<file path="config.mk">
export PLATFORM = sky130hd
export DESIGN_NAME = calc_sequencer
export DESIGN_NICKNAME = d
export VERILOG_FILES = /design/src/rtl/calc_pkg.sv /design/src/rtl/calc_divider.sv /design/src/rtl/calc_sequencer.sv
export SDC_FILE = /design/constraint.sdc
export NUM_CORES = 1
export LEC_CHECK = 0
export ABC_AREA = 1
export CORE_MARGIN = 5
export CORE_UTILIZATION = 45
export DETAILED_ROUTE_END_ITERATION = 8
export PLACE_DENSITY = 0.71
export SYNTH_ARGS = -nofsm -noshare
export SYNTH_HDL_FRONTEND = slang
export SYNTH_SLANG_ARGS = --single-unit
</file>
<file path="constraint.sdc">
create_clock -name clk -period 5.9 [get_ports clk]
set_input_delay 0.59 -clock clk [delete_from_list [all_inputs] [get_ports clk]]
set_output_delay 0.59 -clock clk [all_outputs]
set_load 0.01 [all_outputs]
</file>
<file path="src/rtl/calc_pkg.sv">
// Shared constants, opcodes and FSM state type for the calculator sequencer.
package calc_pkg;

  localparam int W          = 16;
  localparam int DIV_CYCLES = W;

  localparam logic [1:0] OP_ADD = 2'b00;
  localparam logic [1:0] OP_SUB = 2'b01;
  localparam logic [1:0] OP_MUL = 2'b10;
  localparam logic [1:0] OP_DIV = 2'b11;

  typedef enum logic [2:0] {
    ENTER_A = 3'd0,
    ENTER_B = 3'd1,
    EXEC    = 3'd2,
    DIV_RUN = 3'd3,
    DONE    = 3'd4
  } calc_state_t;

endpackage

</file>
<file path="src/rtl/calc_divider.sv">
// Restoring unsigned divider, one quotient bit per cycle; only instantiated
// by calc_sequencer when CALC_DIV_EN is defined.
module calc_divider
  import calc_pkg::*;
#(
  parameter int W = calc_pkg::W
) (
  input  logic         clk,
  input  logic         rst,
  input  logic         start,
  input  logic         abort,
  input  logic [W-1:0] dividend,
  input  logic [W-1:0] divisor,
  output logic [W-1:0] quotient,
  output logic         done
);

  localparam int CntW = $clog2(W + 1);

  logic [W-1:0]    r_rem;
  logic [W-1:0]    r_quo;
  logic [W-1:0]    r_dvs;
  logic [CntW-1:0] r_cnt;
  logic            r_done;
  logic [W:0]      w_shifted;
  logic [W:0]      w_trial;

  assign w_shifted = {r_rem, r_quo[W-1]};
  assign w_trial   = w_shifted - {1'b0, r_dvs};

  // Abort wins over start so a clear in the same cycle leaves the divider idle.
  always_ff @(posedge clk or posedge rst) begin
    if (rst) begin
      r_rem  <= '0;
      r_quo  <= '0;
      r_dvs  <= '0;
      r_cnt  <= '0;
      r_done <= 1'b0;
    end else if (abort) begin
      r_cnt  <= '0;
      r_done <= 1'b0;
    end else if (start) begin
      r_rem  <= '0;
      r_quo  <= dividend;
      r_dvs  <= divisor;
      r_cnt  <= CntW'(W);
      r_done <= 1'b0;
    end else if (r_cnt != '0) begin
      r_rem  <= w_trial[W] ? w_shifted[W-1:0] : w_trial[W-1:0];
      r_quo  <= {r_quo[W-2:0], ~w_trial[W]};
      r_cnt  <= r_cnt - 1'b1;
      r_done <= (r_cnt == CntW'(1));
    end else begin
      r_done <= 1'b0;
    end
  end

  assign quotient = r_quo;
  assign done     = r_done;

endmodule

</file>
<file path="src/rtl/calc_sequencer.sv">
// Calculator control FSM: operand capture, ADD/SUB/MUL inline, iterative DIV.
// Define CALC_DIV_EN to build the divider; otherwise DIV reports divide-by-zero.
module calc_sequencer
  import calc_pkg::*;
#(
  parameter int W = calc_pkg::W
) (
  input  logic         clk,
  input  logic         rst,
  input  logic [W-1:0] sw,
  input  logic [1:0]   op,
  input  logic         btn_load,
  input  logic         btn_exec,
  input  logic         btn_clr,
  output logic [W-1:0] A,
  output logic [W-1:0] B,
  output logic [W-1:0] C,
  output logic         flag,
  output logic         busy
);

  calc_state_t r_state, w_stateNext;
  logic [W-1:0] r_a, r_b, r_c, w_aNext, w_bNext, w_cNext;
  logic         r_flag, w_flagNext;
  logic [1:0]   r_op, w_opNext;
  logic [W:0]   w_sum;
  logic [W-1:0] w_diff;
  logic [2*W-1:0] w_prod;
  logic         w_divStart;
  logic         w_divAbort;

  assign w_sum  = {1'b0, r_a} + {1'b0, r_b};
  assign w_diff = r_a - r_b;
  assign w_prod = {{W{1'b0}}, r_a} * {{W{1'b0}}, r_b};

`ifdef CALC_DIV_EN
  logic [W-1:0] w_quot;
  logic         w_divDone;

  calc_divider #(.W(W)) u_div (
    .clk      (clk),
    .rst      (rst),
    .start    (w_divStart),
    .abort    (w_divAbort),
    .dividend (r_a),
    .divisor  (r_b),
    .quotient (w_quot),
    .done     (w_divDone)
  );
`endif

  always_comb begin
    w_stateNext = r_state;
    w_aNext     = r_a;
    w_bNext     = r_b;
    w_cNext     = r_c;
    w_flagNext  = r_flag;
    w_opNext    = r_op;
    w_divStart  = 1'b0;
    w_divAbort  = 1'b0;

    case (r_state)
      ENTER_A: begin
        if (btn_load) begin
          w_aNext     = sw;
          w_stateNext = ENTER_B;
        end
      end
      ENTER_B: begin
        if (btn_load) begin
          w_bNext = sw;
        end else if (btn_exec) begin
          w_opNext    = op;
          w_stateNext = EXEC;
        end
      end
      EXEC: begin
        w_stateNext = DONE;
        case (r_op)
          OP_ADD: begin
            w_cNext    = w_sum[W-1:0];
            w_flagNext = w_sum[W];
          end
          OP_SUB: begin
            w_cNext    = w_diff;
            w_flagNext = (r_a < r_b);
          end
          OP_MUL: begin
            w_cNext    = w_prod[W-1:0];
            w_flagNext = (w_prod[2*W-1:W] != '0);
          end
          default: begin
`ifdef CALC_DIV_EN
            if (r_b != '0) begin
              w_divStart  = 1'b1;
              w_stateNext = DIV_RUN;
            end else begin
              w_cNext    = '0;
              w_flagNext = 1'b1;
            end
`else
            w_cNext    = '0;
            w_flagNext = 1'b1;
`endif
          end
        endcase
      end
`ifdef CALC_DIV_EN
      DIV_RUN: begin
        if (w_divDone) begin
          w_cNext     = w_quot;
          w_flagNext  = 1'b0;
          w_stateNext = DONE;
        end
      end
`endif
      DONE: begin
        if (btn_load || btn_exec) begin
          w_aNext     = btn_load ? sw : r_c;
          w_bNext     = '0;
          w_cNext     = '0;
          w_flagNext  = 1'b0;
          w_stateNext = ENTER_B;
        end
      end
      default: w_stateNext = ENTER_A;
    endcase

    // Clear overrides everything and kills any in-flight division.
    if (btn_clr) begin
      w_aNext     = '0;
      w_bNext     = '0;
      w_cNext     = '0;
      w_flagNext  = 1'b0;
      w_divAbort  = 1'b1;
      w_stateNext = ENTER_A;
    end
  end

  always_ff @(posedge clk or posedge rst) begin
    if (rst) begin
      r_state <= ENTER_A;
      r_a     <= '0;
      r_b     <= '0;
      r_c     <= '0;
      r_flag  <= 1'b0;
      r_op    <= OP_ADD;
    end else begin
      r_state <= w_stateNext;
      r_a     <= w_aNext;
      r_b     <= w_bNext;
      r_c     <= w_cNext;
      r_flag  <= w_flagNext;
      r_op    <= w_opNext;
    end
  end

  assign A    = r_a;
  assign B    = r_b;
  assign C    = r_c;
  assign flag = r_flag;
  assign busy = (r_state == EXEC) || (r_state == DIV_RUN);

endmodule

</file>
-- Word level (Yosys, flattened, before mapping)
Cells that the tools add are included.
- input bits: 23
- output and inout bits: 50
- bits in registers: 54
- word-level logic and storage cells: 56
- bitwise gates (word level): 1
- magnitude comparators: 1
- equality and inequality tests: 11
- add/subtract/negate cells: 2
- reduce and logical (&&, ||, !) cells: 13
- muxes and demuxes: 21
- $mul: 1
- operator list (cell ; number):
    16-bit 2-to-1 mux ; 7
    16-bit case mux with 2 select lines ; 3
    16-bit case mux with 3 select lines ; 1
    16-bit by 16-bit multiplier with 32-bit output ; 1
    16-bit by 16-bit adder with 17-bit output ; 1
    16-bit < comparator ; 1
    16-bit nonzero test ; 1
    16-bit subtractor ; 1
    3-bit 2-to-1 mux ; 5
    3-bit != test, second input constant ; 5
    3-bit case mux with 4 select lines ; 1
    3-bit AND reduction ; 3
    3-bit nonzero test ; 3
    3-bit by 2-bit equality test with 1-bit output, second input constant ; 2
    4-bit AND reduction ; 1
    3-bit by 1-bit equality test with 1-bit output, second input constant ; 1
    3-bit equality test, second input constant ; 1
    3-bit zero test ; 1
    1-bit case mux with 3 select lines ; 1
    2-bit by 1-bit equality test with 1-bit output, second input constant ; 1
    2-bit equality test, second input constant ; 1
    2-bit zero test ; 1
    1-bit logical OR ; 2
    1-bit 2-to-1 mux ; 2
    other kinds (3) ; 3

-- Logic depth before layout (Yosys ltp)
- word-level depth: 5
- mapped depth: 36
- depth with buffers taken out: 34

-- Worst setup path after synthesis
No wires, ideal clock.
- path kind: register to register
- from: reg r_b[1] (netlist: B[1])
- to: reg r_flag (netlist: flag)
- clock period less this slack: 5724 ps
- stages on the path, launching flop included: 30
- setup slack: 176 ps
- arrival time: 5608 ps
- required time: 5784 ps
- cells stage by stage: dfrtp_1 > clkbuf_1 > clkbuf_1 > nand2_1 > fa_1 > fa_1 > inv_1 > fa_1 > fa_1 > fa_1 > inv_1 > fa_1 > inv_1 > ha_1 > nand2_1 > inv_2 > nand2_2 > inv_1 > a21oi_1 > nand2_1 > nand2_1 > nand3b_1 > nand2_1 > nand3_1 > nor2_1 > nand2_1 > nand2_1 > nand3_1 > nand2_1 > nand2_1
- word-level cells in the longest chain between the ends: 5
- elaborated cells on any way between the ends: 7
- classes of those cells: 1 x add/sub; 1 x mul; 1 x order compare; 3 x mux; 1 x reduce/logical
- RTL lines (item ; RTL line ; text):
    start: declaration ; calc_sequencer.sv:23 ; logic [W-1:0] r_a, r_b, r_c, w_aNext, w_bNext, w_cNext;
    start signal: assignment ; calc_sequencer.sv:151 ; r_b <= w_bNext;
    16-bit by 16-bit multiplier with 32-bit output ; calc_sequencer.sv:34 ; assign w_prod = {{W{1'b0}}, r_a} * {{W{1'b0}}, r_b};
    16-bit nonzero test ; calc_sequencer.sv:90 ; w_flagNext = (w_prod[2*W-1:W] != '0);
    1-bit case mux with 3 select lines * ; calc_sequencer.sv:79 ; case (r_op)
    1-bit case mux with 2 select lines * ; calc_sequencer.sv:62 ; case (r_state)
    1-bit 2-to-1 mux * ; calc_sequencer.sv:130 ; if (btn_clr) begin
    end signal: assignment ; calc_sequencer.sv:153 ; r_flag <= w_flagNext;
    end: declaration ; calc_sequencer.sv:24 ; logic r_flag, w_flagNext;
Mark *: on every way between the ends. The rest lies on a longest branch, timed or not.
A chain may end at the register's enable or synchronous reset.

-- Worst setup path in the final report
- from: reg r_b[10] (netlist: B[10])
- to: reg r_flag (netlist: flag)
Same word-level chain as after synthesis.

==> metrics.csv <==
stage;metric;value;unit
critical_path;Reg2Reg Depth;29;
timing;setup violators final;0;
final_layout;fin area;0.0160;mm²
timing;Worst Hold Slack;0.526;ns
logic_synthesis;largest family of logic cells by synthesized area;adder cells;
clock_network;CTS Hold Bufs;0;
global_routing;global-route wire length before repair;68700;µm
detailed_routing;Antenna Violating Nets Remaining;0;
critical_path;r2r startpoint;B[10];
place;Port Buffers;72;
detailed_routing;iteration-0 DRC count of the detailed router;930;
logic_synthesis;Syn Nets;2284;
pwr;PnR Total Power;5.19;mW
critical_path;Worst EP arrival;6.09;ns
pwr;Pwr Density;325;mW/mm²
logic_synthesis;flops & latches, synth;54;
job;max-cap viol count;0;
clock_network;clk slew on worst S/H paths;0.08;ns
detailed_routing;Total Wirelength;42600;µm
place;Final GP Congestion;0.952;
global_routing;initial antenna violation count;1;
logic_synthesis;Synth Area in Simple Gates;24.2;%
place;Setup WS pre-CTS;-0.231;ns
worst_hold_path;Hold EP;C[14];
logic_synthesis;Avg Cell Area, Syn;7.07;µm²
critical_path;worst-path maximum fanout;5;
detailed_routing;Vias/cell;5.14;
critical_path;CP max stage delay;0.58;ns
critical_path;internal reg-to-reg setup slack;0.008;ns
global_routing;largest net degree at the start of global routing;55;
timing;Final period util;99.9;%
pwr;P_leak;8.95;nW
timing;clk_skew;0.00837;ns
place;area post-placement;0.0154;mm²
floorplan;core area;0.0298;mm²
detailed_routing;DR pass1 iterations;5;
pwr;internal power;2.37;mW
critical_path;Data required, critical path;6.10;ns
critical_path;Setup crit start kind;register;
detailed_routing;DRC Markers;0;
timing;slew margin rel.;47.4;%
global_routing;via count of the first global-routing pass;13100;
logic_synthesis;Yosys top cell by area;fa_1;
timing;Least-Margin Pin Slew;0.789;ns
timing;fmax;0.170;GHz
clock_network;number of H-tree levels;2;
critical_path;reg2reg end;flag;
final_layout;Util after Layout;53.6;%
timing;Final Hold Vio Count;0;
pwr;Max IR drop VDD;198;µV
pwr;Clk pwr share;6.1;%
logic_synthesis;Post-Synth Adder-Cell Area;41.3;%
clock_network;Max Root-Sink Buffers;2;
critical_path;CP dominant cell by count;nand2_1;
timing;worst setup margin;0.00850;ns
logic_synthesis;top cell type's share of synthesized area;28.8;%
critical_path;CP max-delay cell;fa_1;
final_layout;fraction of layout cells with a size suffix above 1;13.8;%
logic_synthesis;post-synthesis xor/xnor area fraction;0.257;%
logic_synthesis;share of the yosys chip area belonging to registers;9.91;%
worst_hold_path;Worst Hold Depth;2;
logic_synthesis;Synth cell types;51;
timing;clock period minus worst slack;5.89;ns
clock_network;CTS tree;done;
logic_synthesis;ys flop type;dfrtp_1;
clock_network;clock latency on the worst-skew pair;0.30;ns
floorplan;DIE WIDTH;184;µm
floorplan;Starting Density;45.7;%
floorplan;Die Y-Extent;184;µm
global_routing;GRT Util Overall;25.5;%
final_layout;nets;2418;
clock_network;clock sink total;54;
floorplan;site row count;63;
logic_synthesis;Syn Inst Count;1929;
clock_network;Clk Tree Root Cell;clkbuf_16;
final_layout;number of diodes;0;
global_routing;global route overflow;0;
detailed_routing;vias post-DR;12600;
floorplan;io pins;73;
logic_synthesis;Post-synth EDFFs;0;
floorplan;Die Footprint;0.0339;mm²
logic_synthesis;Yosys warnings;0;
logic_synthesis;most area-consuming cells after synthesis;fa_1, nand2_1, inv_1, ha_1, dfrtp_1;
timing;final slew viol count;0;
logic_synthesis;mux contribution to synthesized area;0;%
critical_path;Crit Path Class;reg2reg;
pwr;Sw Share;54.3;%
pwr;Gate power share;82.5;%
place;HPWL Detailed;35600;µm
worst_hold_path;min-delay src;C[14];
final_layout;commonest non-fill, non-tap cell in the layout;nand2_1;
pwr;Net Switching;2.82;mW
status;run status;finished clean;
pwr;Seq pwr share;11.4;%
detailed_routing;routed len/inst;17.3;µm
logic_synthesis;Synth Area in Compound Gates;8.33;%
final_layout;area grow syn2layout;17.3;%
timing;setup repair after global routing missed its margin;true;
logic_synthesis;Post-Syn Area;0.0136;mm²
clock_network;CTS Buf Count;5;
final_layout;most frequent cells in the layout;nand2_1, inv_1, fa_1;
logic_synthesis;Async SR Flop Fraction;100;%
critical_path;Crit. End Element;register;
worst_hold_path;Hold Crit Class;reg2reg;
-- how the worst max path moves through the flow --
stage                     start    to  slack, ns  cells after the start
after CTS                  B[7]  flag  0.0000009                     29
after global placement    A[11]  flag      -0.15                     26
after floorplan            B[1]  flag       0.18                     29
final                     B[10]  flag      0.008                     29
after global routing       A[3]  flag      -0.30                     31
after detailed placement  A[10]  flag      -0.23                     24
-- cells in the mapped netlist (2+ instances only) --
| cell type | number |
|---|---|
| a22o_1 | 4 |
| a21boi_0 | 7 |
| nand2_1 | 552 |
| and2_1 | 3 |
| nor2_4 | 5 |
| a21oi_4 | 2 |
| dfrtp_1 | 54 |
| o21bai_2 | 2 |
| or2_1 | 2 |
| nand2_2 | 13 |
| or2_2 | 5 |
| nor3_1 | 21 |
| a221oi_1 | 3 |
| a21oi_2 | 6 |
| o21ai_2 | 4 |
| a21oi_1 | 45 |
| nor3_2 | 5 |
| buf_2 | 11 |
| buf_4 | 3 |
| o21bai_1 | 18 |
| nand3_2 | 2 |
| nor2_2 | 5 |
| a21boi_1 | 5 |
| nand3_1 | 77 |
| o21ai_1 | 13 |
| o21ai_0 | 51 |
| nand3b_1 | 5 |
| o211ai_1 | 4 |
| inv_2 | 22 |
| fa_1 | 196 |
| nor2_1 | 75 |
| o221ai_1 | 4 |
| clkbuf_1 | 71 |
| inv_1 | 466 |
| ha_1 | 136 |
| a21o_1 | 6 |
| nand4_1 | 10 |
| xnor2_1 | 3 |
-- area by class of cell --
cell class / count / area (µm²)
inverters: 489 / 1840
repair buffers: 212 / 1840
flip-flops and latches: 54 / 1380
well taps: 390 / 488
fillers: 2882 / 13800
clock buffers: 5 / 125
clock inverters: 3 / 28.8
multi-input cells: 1301 / 10300
-- stage by stage --
stage	setup TNS, ns	cells
3_5_place_dp	-0.296	2416
6_report	0	2454
2_1_floorplan	0	1929
3_3_place_gp	-0.193	2416
4_1_cts	0	2428
5_1_grt	-0.476	2454
-- worst max-delay path: cells and delay by family, from the launching register on --
family | cells | cell delay [ns]
buf+inv | 7 | 0.70
simple gates | 15 | 1.40
flops | 1 | 0.46
fa+ha+maj | 7 | 3.19
-- what timing repair did --
action                                  4_1_cts  5_1_grt
endpoints found under the setup margin        3        3
pin swaps                                     1       18
setup buffers                                 4       26
gates resized for setup                      23       45
-- cell families after synthesis --
family / count (synthesis)
and+or+nand+nor: 786
adders and majority gates: 332
AOI/OAI and AO/OA: 179
xor gates and xnor gates: 4
buffers and inverters: 574
DFF: 54
-- power groups by stage --
| stage | sequential, mW | combinational, mW | clock (mW) |
|---|---|---|---|
| finish | 0.590 | 4.28 | 0.319 |
| global route | 0.597 | 4.77 | 0.338 |
| CTS | 0.593 | 3.94 | 0.319 |
| detailed placement | 0.599 | 3.87 | 0 |
| global placement | 0.598 | 3.80 | 0 |
| floorplan | 0.534 | 2.46 | 0 |
-- metal layers --
| layer | track usage, % | routed length [µm] | vias up |
|---|---|---|---|
| met5 | 0 | 11 | - |
| met4 | 8.04 | 1530 | 2 |
| met3 | 3.36 | 2710 | 95 |
| met2 | 43.5 | 20400 | 439 |
| met1 | 33.6 | 17900 | 6096 |
| li1 | - | - | 5990 |
-- flip-flops by register name, summed over array words and instances, names as in the netlist --
signal	cells
B	16
flag	1
r_op	2
C	16
A	16
r_state	3
No activity file was read; power rests on OpenSTA's default activity.
